### src/rtl/mod_exp_seq.sv
// Sequential modular exponentiator: base^exp mod N by left-to-right square-and-multiply
// on a single bit-serial interleaved modular multiplier, with start/busy/done handshake.
module mod_exp_seq #(
  parameter int WIDTH = 32
) (
  input  logic             clk,
  input  logic             rstn,
  input  logic             start,
  input  logic [WIDTH-1:0] base,
  input  logic [WIDTH-1:0] exp,
  input  logic [WIDTH-1:0] mod,
  output logic             busy,
  output logic             done,
  output logic [WIDTH-1:0] result,
  output logic             err
);

  localparam int CW = $clog2(WIDTH);
  localparam logic [CW-1:0] TOP = CW'(WIDTH - 1);

  localparam logic [2:0] S_IDLE = 3'd0;
  localparam logic [2:0] S_RED  = 3'd1;
  localparam logic [2:0] S_SQR  = 3'd2;
  localparam logic [2:0] S_MUL  = 3'd3;
  localparam logic [2:0] S_FIN  = 3'd4;

  logic [2:0]       state_q, state_d;
  logic [WIDTH-1:0] base_q, base_d;
  logic [WIDTH-1:0] exp_q, exp_d;
  logic [WIDTH-1:0] mod_q, mod_d;
  logic [WIDTH-1:0] x_q, x_d;
  logic [WIDTH-1:0] r_q, r_d;
  logic [WIDTH-1:0] p_q, p_d;
  logic [CW-1:0]    bit_q, bit_d;
  logic [CW-1:0]    idx_q, idx_d;
  logic             err_pend_q, err_pend_d;
  logic             busy_q, busy_d;
  logic             done_q, done_d;
  logic [WIDTH-1:0] result_q, result_d;
  logic             err_q, err_d;

  logic [WIDTH-1:0] mm_a, mm_b, mm_p;
  logic [WIDTH:0]   n_ext, dbl, acc;
  logic             last_bit;

  // One multiplier iteration: P = 2P mod N, then conditionally P = (P + A) mod N.
  // Temporaries are one bit wider than the operands so neither step can overflow.
  // NOTE: blocking assignments are correct here because this is combinational;
  // every variable is given a default first so no latch is inferred.
  always_comb begin
    mm_a = r_q;
    mm_b = x_q;
    case (state_q)
      S_RED: begin
        mm_a = WIDTH'(1);
        mm_b = base_q;
      end
      S_SQR: mm_b = r_q;
      default: ;
    endcase

    n_ext = {1'b0, mod_q};
    dbl   = {p_q, 1'b0};
    if (dbl >= n_ext) dbl = dbl - n_ext;
    acc = dbl;
    if (mm_b[bit_q]) begin
      acc = dbl + {1'b0, mm_a};
      if (acc >= n_ext) acc = acc - n_ext;
    end
    mm_p     = acc[WIDTH-1:0];
    last_bit = (bit_q == '0);
  end

  always_comb begin
    state_d    = state_q;
    base_d     = base_q;
    exp_d      = exp_q;
    mod_d      = mod_q;
    x_d        = x_q;
    r_d        = r_q;
    p_d        = p_q;
    bit_d      = bit_q;
    idx_d      = idx_q;
    err_pend_d = err_pend_q;
    busy_d     = busy_q;
    done_d     = 1'b0;
    result_d   = result_q;
    err_d      = err_q;

    case (state_q)
      S_IDLE: begin
        if (start) begin
          base_d = base;
          exp_d  = exp;
          mod_d  = mod;
          busy_d = 1'b1;
          if (mod < WIDTH'(2)) begin
            err_pend_d = 1'b1;
            state_d    = S_FIN;
          end else begin
            err_pend_d = 1'b0;
            r_d        = WIDTH'(1);
            p_d        = '0;
            bit_d      = TOP;
            idx_d      = TOP;
            state_d    = S_RED;
          end
        end
      end

      S_RED, S_SQR, S_MUL: begin
        p_d   = mm_p;
        bit_d = bit_q - 1'b1;
        if (last_bit) begin
          p_d   = '0;
          bit_d = TOP;
          if (state_q == S_RED) begin
            x_d     = mm_p;
            state_d = S_SQR;
          end else begin
            r_d = mm_p;
            if (state_q == S_SQR && exp_q[idx_q]) begin
              state_d = S_MUL;
            end else if (idx_q == '0) begin
              state_d = S_FIN;
            end else begin
              idx_d   = idx_q - 1'b1;
              state_d = S_SQR;
            end
          end
        end
      end

      S_FIN: begin
        result_d = err_pend_q ? '0 : r_q;
        err_d    = err_pend_q;
        done_d   = 1'b1;
        busy_d   = 1'b0;
        state_d  = S_IDLE;
      end

      default: state_d = S_IDLE;
    endcase
  end

  // NOTE: sequential state uses non-blocking assignments so every flop samples
  // pre-edge values; all registers, including operand latches, are reset.
  always_ff @(posedge clk or negedge rstn) begin
    if (!rstn) begin
      state_q    <= S_IDLE;
      base_q     <= '0;
      exp_q      <= '0;
      mod_q      <= '0;
      x_q        <= '0;
      r_q        <= '0;
      p_q        <= '0;
      bit_q      <= '0;
      idx_q      <= '0;
      err_pend_q <= 1'b0;
      busy_q     <= 1'b0;
      done_q     <= 1'b0;
      result_q   <= '0;
      err_q      <= 1'b0;
    end else begin
      state_q    <= state_d;
      base_q     <= base_d;
      exp_q      <= exp_d;
      mod_q      <= mod_d;
      x_q        <= x_d;
      r_q        <= r_d;
      p_q        <= p_d;
      bit_q      <= bit_d;
      idx_q      <= idx_d;
      err_pend_q <= err_pend_d;
      busy_q     <= busy_d;
      done_q     <= done_d;
      result_q   <= result_d;
      err_q      <= err_d;
    end
  end

  assign busy   = busy_q;
  assign done   = done_q;
  assign result = result_q;
  assign err    = err_q;

endmodule

### config.mk
export PLATFORM = sky130hd
export DESIGN_NAME = mod_exp_seq
export DESIGN_NICKNAME = d
export VERILOG_FILES = /design/src/rtl/mod_exp_seq.sv
export SDC_FILE = /design/constraint.sdc
export NUM_CORES = 1
export LEC_CHECK = 0
export BUFFER_PORTS_ARGS = -buffer_cell sky130_fd_sc_hd__buf_2
export CAP_MARGIN = 10
export CORE_ASPECT_RATIO = 2
export CORE_MARGIN = 2
export CORE_UTILIZATION = 55
export CTS_CLUSTER_DIAMETER = 80
export DETAILED_ROUTE_END_ITERATION = 12
export HOLD_SLACK_MARGIN = 0.02
export PLACE_DENSITY_LB_ADDON = 0.25
export SETUP_SLACK_MARGIN = 0.02
export SYNTH_ARGS = -nofsm -noshare
export SYNTH_HDL_FRONTEND = slang
export SYNTH_SLANG_ARGS = --single-unit
### constraint.sdc
create_clock -name clk -period 6.8 [get_ports clk]
set_clock_uncertainty 0.2 [all_clocks]
set_input_delay 1.02 -clock clk [delete_from_list [all_inputs] [get_ports clk]]
set_output_delay 1.02 -clock clk [all_outputs]
set_load 0.01 [all_outputs]
# After elaboration in Yosys (flattened, before gate mapping)
# Cells that the tools add are included.
[word_totals]
reg_bits = 241
latchBits = 0
mem_bits_rw = 0
romBits = 0
in_bits = 99
output_inout_bits = 35
wordCells = 87
n_memories = 0
[classes]
add_sub_neg = 5
mul = 0
div = 0
order_cmp = 5
eq_ne = 10
shifts = 0
muxes = 39
bitwise_logic = 0
reduce_logical = 14
[op_table]
columns = ["cell", "n"]
rows = [
  ["$mux W32", 11],
  ["$pmux W32 S2", 3],
  ["$ge A33 B32 Y1", 2],
  ["$mux W5", 7],
  ["$add A33 B32 Y33", 1],
  ["$mux W33", 1],
  ["$sub A33 B32 Y33", 1],
  ["$lt A32 B2 Y1 const B", 1],
  ["$sub A32 B32 Y32", 1],
  ["$pmux W5 S2", 2],
  ["$mux W3", 6],
  ["$lt A5 B6 Y1 const B", 2],
  ["$ne A2 B2 Y1 const B", 6],
  ["$bmux W1 S5", 2],
  ["$logic_not A5 Y1", 2],
  ["$sub A5 B1 Y5 const B", 2],
  ["$reduce_and A7 Y1", 1],
  ["$eq A3 B2 Y1 const B", 2],
  ["$pmux W3 S2", 1],
  ["$reduce_and A2 Y1", 3],
  ["$reduce_and A3 Y1", 2],
  ["$mux W1", 5],
  ["$reduce_and A5 Y1", 1],
  ["$reduce_bool A2 Y1", 2],
  ["other kinds (6)", 6],
]

# Logic depth before layout (Yosys ltp)
# Gate-level depths: netlist of the first run.
[depth]
ltp_word = 9
mapped_depth = 35
mapped_depth_nobuf = 32

# Worst setup path after synthesis of the first run
# OpenSTA, ideal clock, no wires.
[synth_timing]
path_kind = "register -> register"
startpoint = "register p_q[1]"
endpoint = "register r_q[29]"
setup_ps = 137
arrival_time_ps = 6908
t_required_ps = 6463
slack_ps = -444
stages_incl_launch_ff = 32
path_buffers = 3
period_less_slack_ps = 7244
cell_sequence = "dfrtp_1 -> ha_1 -> nand3_1 -> o21bai_1 -> a211oi_2 -> o2111ai_1 -> a2111oi_4 -> nor2_1 -> clkbuf_1 -> nor2_1 -> ha_1 -> inv_1 -> fa_1 -> nand2b_1 -> a21oi_1 -> o21ai_0 -> o21a_1 -> o31ai_1 -> xor2_1 -> ha_1 -> clkbuf_1 -> a211oi_1 -> o21bai_1 -> a211oi_1 -> o21ai_0 -> a22oi_1 -> a31oi_1 -> a21boi_1 -> clkbuf_1 -> a21oi_1 -> a211oi_1 -> o31ai_1"
[synth_via]
elab_chain_cells = 9
elab_cells_between_ends = 11
classes_between = "add/sub: 3; order compare: 2; mux: 6"
[synth_lines]
columns = ["item", "line", "text"]
rows = [
  ["start: declaration", "33", "logic [WIDTH-1:0] p_q, p_d;"],
  ["start signal: assignment", "171", "p_q <= p_d;"],
  ["$sub A33 B32 Y33 or $ge A33 B32 Y1 (tied branches)", "64", "if (dbl >= n_ext) dbl = dbl - n_ext;"],
  ["$mux W33 (*)", "64", ""],
  ["$add A33 B32 Y33", "67", "acc = dbl + {1'b0, mm_a};"],
  ["$sub A32 B32 Y32 or $ge A33 B32 Y1 (tied branches)", "68", "if (acc >= n_ext) acc = acc - n_ext;"],
  ["$mux W32", "68", ""],
  ["$mux W32 (*)", "66", "if (mm_b[bit_q]) begin"],
  ["$mux W32 (*)", "117", "if (state_q == S_RED) begin"],
  ["$mux W32 (*)", "114", "if (last_bit) begin"],
  ["$pmux W32 S2 (*)", "90", "case (state_q)"],
  ["end signal: assignment", "170", "r_q <= r_d;"],
  ["end: declaration", "32", "logic [WIDTH-1:0] r_q, r_d;"],
]
# Every way passes the cells marked *; elsewhere a longest branch is shown, timed or not. The select of a mux whose other input is x is not followed.
# A chain may end at the register's enable or synchronous reset.

# Final worst setup path of the first run
[layout_timing]
startpoint = "register p_q[9]"
endpoint = "register r_q[30]"
# The elaborated chain is that of the path after synthesis.

==> summary.txt, run 1 <==
Status
  – Outcome: finished with violations
  – Failing checks: setup timing

Timing
  – Min Tclk post-route: about 7.0 ns
  – Setup Viol. Count Final: 96
  – Max_slew headroom: 0.2740
  – Setup TNS: -14.23 ns
  – Unrepaired setup endpoints after global routing: yes
  – Fin. Hold Viols: 0
  – Final worst setup slack: -0.2405 ns
  – Fmax: 142.0 MHz
  – Slew Viols, Final: 0
  – Slew @ Worst Pin: ~1.1 ns
  – Fin crit share: 1.035

Setup path
  – Bufs and invs on worst path: 6
  – Crit path max-delay family: compound AO/OA/AOI/OAI gates
  – Worst Path Required: 7.03 ns
  – Setup Crit Path Kind: flip-flop to flip-flop
  – Worst path most repeated cell: buf_4
  – Largest stage delay on the critical path: roughly 0.47 ns
  – Critical Path AT: 7.27 ns
  – Worst setup SP type: flip-flop
  – CP Max Fanout: 6
  – Crit. End Element: flip-flop
  – CP max-delay cell: or4_1

Clocking
  – Clock Latency Late Sink: about 0.54 ns
  – Clock buffer depth: 3
  – Sink Count: around 240
  – CTS tree: done
  – Post-CTS Hold Fix Bufs: 0
  – Num CTS Buffers: 23
  – Root Driver: clkbuf_16
  – H-tree depth: 1
  – Worst-path clk slew: about 0.07 ns

Yosys
  – Compound-cell area share of the yosys netlist: 0.2453
  – Mapped Area: 0.01745 sq mm
  – Proportion of synthesized area in mux cells: 0.08015
  – Predominant post-synthesis flop cell: dfrtp_1
  – Main combinational cell family by area after synthesis: compound AO/OA/AOI/OAI gates
  – Mean Syn Cell Area: between 8 and 9 sq um
  – XOR/XNOR Fraction of Synth Area: 0.04732
  – Mapped Cells: between 1500 and 2000
  – Synth cell types: 95
  – Seq cells post-synth: about 240
  – Post-Syn Nets: about 2200
  – Sequential area share after synthesis: 0.3455
  – Yosys warning total: 0
  – Simple-Gate Fraction of Synth Area: 0.1616
  – Largest area contributor in the netlist: dfrtp_1
  – Most frequent cell after synthesis: dfrtp_1
  – Synth top area share: 0.3455
  – Post-synth EDFFs: 0
  – Synth top cells by count: dfrtp_1 (241), nand2_1 (223), o21ai_0 (130)
  – Asr flop ratio synth: 1.000
  – Synth top area cells: dfrtp_1 (35%), ha_1 (7.1%), nand2_1 (4.8%), mux2_2 (4.5%), o21ai_0 (3.7%)
  – Post-Synth Adder-Cell Area: 0.07441

Place
  – DP Worst Slack: -1.033 ns
  – Final Wtd Congestion: 1.019
  – Post-detail-place hpwl: 53.57 mm
  – Placed Instance Area: ~0.022 sq mm
  – PortBufs: ~130

Drt
  – WL final: between 70 and 80 mm
  – ANT nets after route: 0
  – Total number of vias: around 19000
  – Drt via density: 6.356
  – Residual DRC: 0
  – WL/cell: 24.79 um
  – DRT Pass-1 Iters: 8
  – Initial DRC count: around 1700

Final layout
  – Area grow syn2layout: 45.06%
  – Fin nets: 2755
  – Design area: between 0.02 and 0.03 sq mm
  – Share of cells above drive strength 1: 0.4375

GRT
  – First-pass GRT wire length: roughly 110 mm
  – Vias in the first global route: around 20000
  – GRT overflow: 0
  – Largest net degree at the start of global routing: 151
  – Initial antenna violation count: 2
  – GRT Util Overall: 0.4273

Die
  – Die Wd: between 100 and 150 um
  – Initial Util: 0.5554
  – Cell Rows: between 90 and 100
  – Vert. Die Dim: roughly 260 um
  – # IOs: 134
  – Core area: between 0.03 and 0.04 sq mm
  – DIE AREA: around 0.033 sq mm

Run
  – Maxcap violations: 0

Worst hold path
  – Min-Delay Path Class: flip-flop to flip-flop
worst paths after layout:
kind,startpoint,end,slack (ns),cells after the start
setup / recovery,p_q[9]$_DFFE_PN0P_,r_q[30]$_DFFE_PN0P_,-0.24,28
hold / removal,busy$_DFFE_PN0P_,busy$_DFFE_PN0P_,0.28,1
setup reg to reg,p_q[9]$_DFFE_PN0P_,r_q[30]$_DFFE_PN0P_,-0.24,28
hold reg to reg,busy$_DFFE_PN0P_,busy$_DFFE_PN0P_,0.28,1
max in group asynchronous,rstn,p_q[6]$_DFFE_PN0P_,4.71,2
min in group asynchronous,rstn,result[28]$_DFFE_PN0P_,0.30,1
worst reg2reg max path, delay by kind of cell (launching register included):
family                     cells  cell delay (ns)
buffers and inverters          6             0.95
AOI/OAI and AO/OA              9             2.05
xor gates and xnor gates       2             0.36
adders and majority gates      3             0.92
muxes                          1             0.27
and+or+nand+nor                7             1.77
DFF                            1             0.42
sequential cells by signal, indices dropped and copies added (netlist names):
signal and count:
base_q 32, bit_q 5, busy 1, done 1, err 1, err_pend_q 1, exp_q 32, idx_q 5
mod_q 32, p_q 32, r_q 32, result 32, state_q 3, x_q 32
cells in the final DEF, fill, tap and decap left out, drive strengths merged, types with 25 or more instances in the layout:
| master | instances |
|---|---|
| buf | 679 |
| dfrtp | 241 |
| nand2 | 223 |
| o21ai | 192 |
| a21oi | 130 |
| ha | 99 |
| nor2 | 92 |
| inv | 84 |
| mux2 | 70 |
| nand3 | 62 |
| xnor2 | 56 |
| a22oi | 55 |
| nand2b | 45 |
| nor2b | 42 |
| a21o | 40 |
| xor2 | 34 |
| nor3 | 33 |
| clkbuf | 30 |
| a211oi | 28 |
| mux2i | 25 |
cell type report:
class	instances	area, sq um
multi-input combinational	1525	12620
tap	423	529.3
antenna	2	5.005
inverter	82	307.8
clock buffer	28	624.3
clock inverter	12	132.6
fill	2063	6108
timing repair buffer	681	5059
sequential	241	6036
cells by family (layout without fill, tap and decap cells):
family          after synthesis  count (layout)
compound gates              638             638
xor+xnor                     90              90
fa+ha+maj                   102             102
buf+inv                     194             803
flops                       241             241
mux                         111             111
other cells                   0               2
simple gates                584             584
layer usage:
metal,wire [um],vias up,GRT usage
li1,-,8381,-
met1,24780,9158,0.4494
met2,36360,1059,0.7309
met3,5467,432,0.07734
met4,7602,0,0.3372
met5,0,-,0
repair_timing:
item	CTS	global route
pin swaps	91	127
setup buffers	48	40
gates resized for setup	213	161
setup endpoints to repair	96	96
cloned	2	2
stage by stage:
stage / cells / hold WS, ns / utilization
2_1_floorplan: 1960 / 0.2439 / -
3_3_place_gp: 2865 / 0.2564 / 0.6965
3_5_place_dp: 2865 / 0.2653 / 0.6965
4_1_cts: 2953 / 0.2796 / 0.7706
5_1_grt: 2993 / 0.3030 / 0.8055
6_report: 2994 / 0.2786 / 0.8056
Power of run 1 is not shown: default switching activity piles up to over one toggle a cycle in this logic, so the estimate is an artifact.
==> run 2, diff against run 1 <==
CTS_BUF_LIST = sky130_fd_sc_hd__clkbuf_4 sky130_fd_sc_hd__clkbuf_8   (was not set)
SKIP_CTS_REPAIR_TIMING = 1   (was not set)
==> run 2 against run 1 <==
  * The flow still finishes with violations (setup timing)
  * Final cell count shrank 0.27%
  * Global-route usage fell by 1.8 points
  * Clock-buffer cell count is 24 higher
  * Worst hold slack got worse by 0.019 ns
  * Critical path depth rose by 2
  * Final area down 2.8%
  * Via count is 1.6% lower
  * Highest routed layer is now met5
==> summary.txt, run 2 (synthesis results as in run 1) <==
Final layout
  – Number of fill cells: 2209 (+7.1%)
  – Share of cells above drive strength 1: 0.4057 (-0.03182)
  – Most frequent cells in the layout: buf_4 (488), dfrtp_1 (239), nand2_1 (211)
  – Post-route insts no fill: 2986 (-0.27%)
  – FF/Latch Area: 0.006033 sq mm (about the same)
  – Fin nets: 2735 (-0.73%)
  – Most common cell after layout, fill and taps aside: buf_4
  – Multi-input gate area: 0.01210 sq mm (-4.1%)
  – Area grow syn2layout: 41.06%

Drt
  – Total number of vias: 18726 (-1.6%)
  – ANT nets after route: 0 (unchanged)
  – WL/cell: 23.73 um (-4.3%)
  – Drt via density: 6.271 (-1.3%)
  – DRT Pass-1 Iters: 6 (-2)
  – WL final: 70.86 mm (-4.5%)
  – Residual DRC: 0 (unchanged)
  – Initial DRC count: 1495 (-13%)

Clocking
  – H-tree depth: 2 (+1)
  – CTS tree: done
  – Worst-path clk slew: 0.07 ns (about the same)
  – Num CTS Buffers: 37 (+61%)
  – Root Driver: clkbuf_8
  – Clock buffer depth: 3 (unchanged)
  – Clock Latency Late Sink: 0.58 ns (+0.04 ns)
  – Sink Count: 241 (unchanged)

GRT
  – First-pass GRT wire length: 103.6 mm (-4.2%)
  – Initial antenna violation count: 4 (+2)
  – GRT overflow: 0 (unchanged)
  – GRT Util Overall: 0.4097 (-0.01756)
  – Largest net degree at the start of global routing: 151 (unchanged)
  – Vias in the first global route: 18945 (-3.4%)

Setup path
  – Worst Path Required: 7.02 ns (about the same)
  – Critical Path AT: 7.34 ns (+0.07 ns)
  – Reg2reg setup slack: -0.32 ns (-0.07 ns)
  – Largest stage delay on the critical path: 0.40 ns (-0.07 ns)
  – Worst path most repeated cell: buf_12
  – Worst setup SP type: flip-flop
  – Setup Crit Path Kind: flip-flop to flip-flop
  – CP Max Fanout: 6 (unchanged)
  – CP max-delay cell: a211oi_2
  – R2R cell count: 30 (+7.1%)
  – Crit. End Element: flip-flop

Timing
  – Final worst setup slack: -0.3154 ns (-0.07487 ns)
  – Slew Viols, Final: 0 (unchanged)
  – Fmax: 140.5 MHz (-1.1%)
  – Fin. Hold Viols: 0 (unchanged)
  – Min Tclk post-route: 7.115 ns (+0.07487 ns)
  – Fin crit share: 1.046 (+0.01101)
  – Slew @ Worst Pin: 1.115 ns (+0.02961 ns)
  – Max_slew headroom: 0.2568 (-0.01718)
  – Setup Viol. Count Final: 93 (-3.1%)
  – Unrepaired setup endpoints after global routing: yes
  – Setup TNS: -12.21 ns (+2.018 ns)

Place
  – Final Wtd Congestion: 1.019 (unchanged)
  – Post-detail-place hpwl: 53.57 mm (unchanged)
  – Placed Cells: 2865 (unchanged)
  – PortBufs: 133 (unchanged)

Die
  – # IOs: 134 (unchanged)
  – Core area: 0.03143 sq mm (unchanged)
  – DIE AREA: 0.03326 sq mm (unchanged)
  – Vert. Die Dim: 255.9 um (unchanged)
  – Initial Util: 0.5554 (unchanged)
  – Die Wd: 130.0 um (unchanged)
  – Cell Rows: 92 (unchanged)

Run
  – Maxcap violations: 0 (unchanged)

Worst hold path
  – Min-Delay Path Class: primary input to async pin

Status
  – Outcome: finished with violations
  – Failing checks: setup timing
==> run 2: cell types whose count changed in the layout (fill, tap and decap cells not counted), sizes merged <==
cell,previous run,this run
bufinv,2,4
clkinv,6,9
buf,679,645
clkinvlp,2,0
clkbuf,30,54
inv,84,83
==> run 2: cell type report <==
| type | count | share of cell area |
|---|---|---|
| diodes | 2 | 0.0002033 |
| clock buffers | 52 | 0.02856 |
| clock inverters | 14 | 0.007471 |
| inverters | 82 | 0.01250 |
| multi-input cells | 1525 | 0.4915 |
| flip-flops and latches | 241 | 0.2451 |
| well taps | 423 | 0.02150 |
| repair buffers | 647 | 0.1932 |
==> run 2: layer usage <==
metal / vias up / routed length [um] / GRT usage
met5: - / 17 / 0
met4: 2 / 6472 / 0.3085
met3: 329 / 4991 / 0.07797
met2: 977 / 35560 / 0.7020
met1: 9052 / 23820 / 0.4341
li1: 8366 / - / -
==> run 2: worst paths after layout <==
path / start / endpoint
min: rstn / result[29]$_DFFE_PN0P_
min in group clk: busy$_DFFE_PN0P_ / busy$_DFFE_PN0P_
max in group asynchronous: rstn / p_q[6]$_DFFE_PN0P_
max: mod_q[28]$_DFFE_PN0P_ / r_q[10]$_DFFE_PN0P_
min reg2reg: busy$_DFFE_PN0P_ / busy$_DFFE_PN0P_
max reg2reg: mod_q[28]$_DFFE_PN0P_ / r_q[10]$_DFFE_PN0P_
==> run 2: through the flow <==
stage               hold slack (ns)  setup slack (ns)  utilization  area (sq um)
floorplan                    0.2439           0.01775            -         17620
global placement             0.2564            -1.005       0.6965         21890
detailed placement           0.2653            -1.033       0.6965         21890
CTS                          0.2801            -1.109       0.7247         22770
global route                 0.3035           -0.5845       0.7834         24620
finish                       0.2592           -0.3154       0.7834         24620
==> run 2: worst max-delay path, delay by kind of cell, from the launching register on <==
kind | cells | cell delay [ns]
AOI/OAI and AO/OA | 13 | 2.97
xor gates and xnor gates | 1 | 0.16
adders and majority gates | 3 | 0.98
buffers and inverters | 5 | 0.69
DFF | 1 | 0.36
muxes | 1 | 0.32
and+or+nand+nor | 7 | 1.25
Power of run 2 is left out for the same reason.
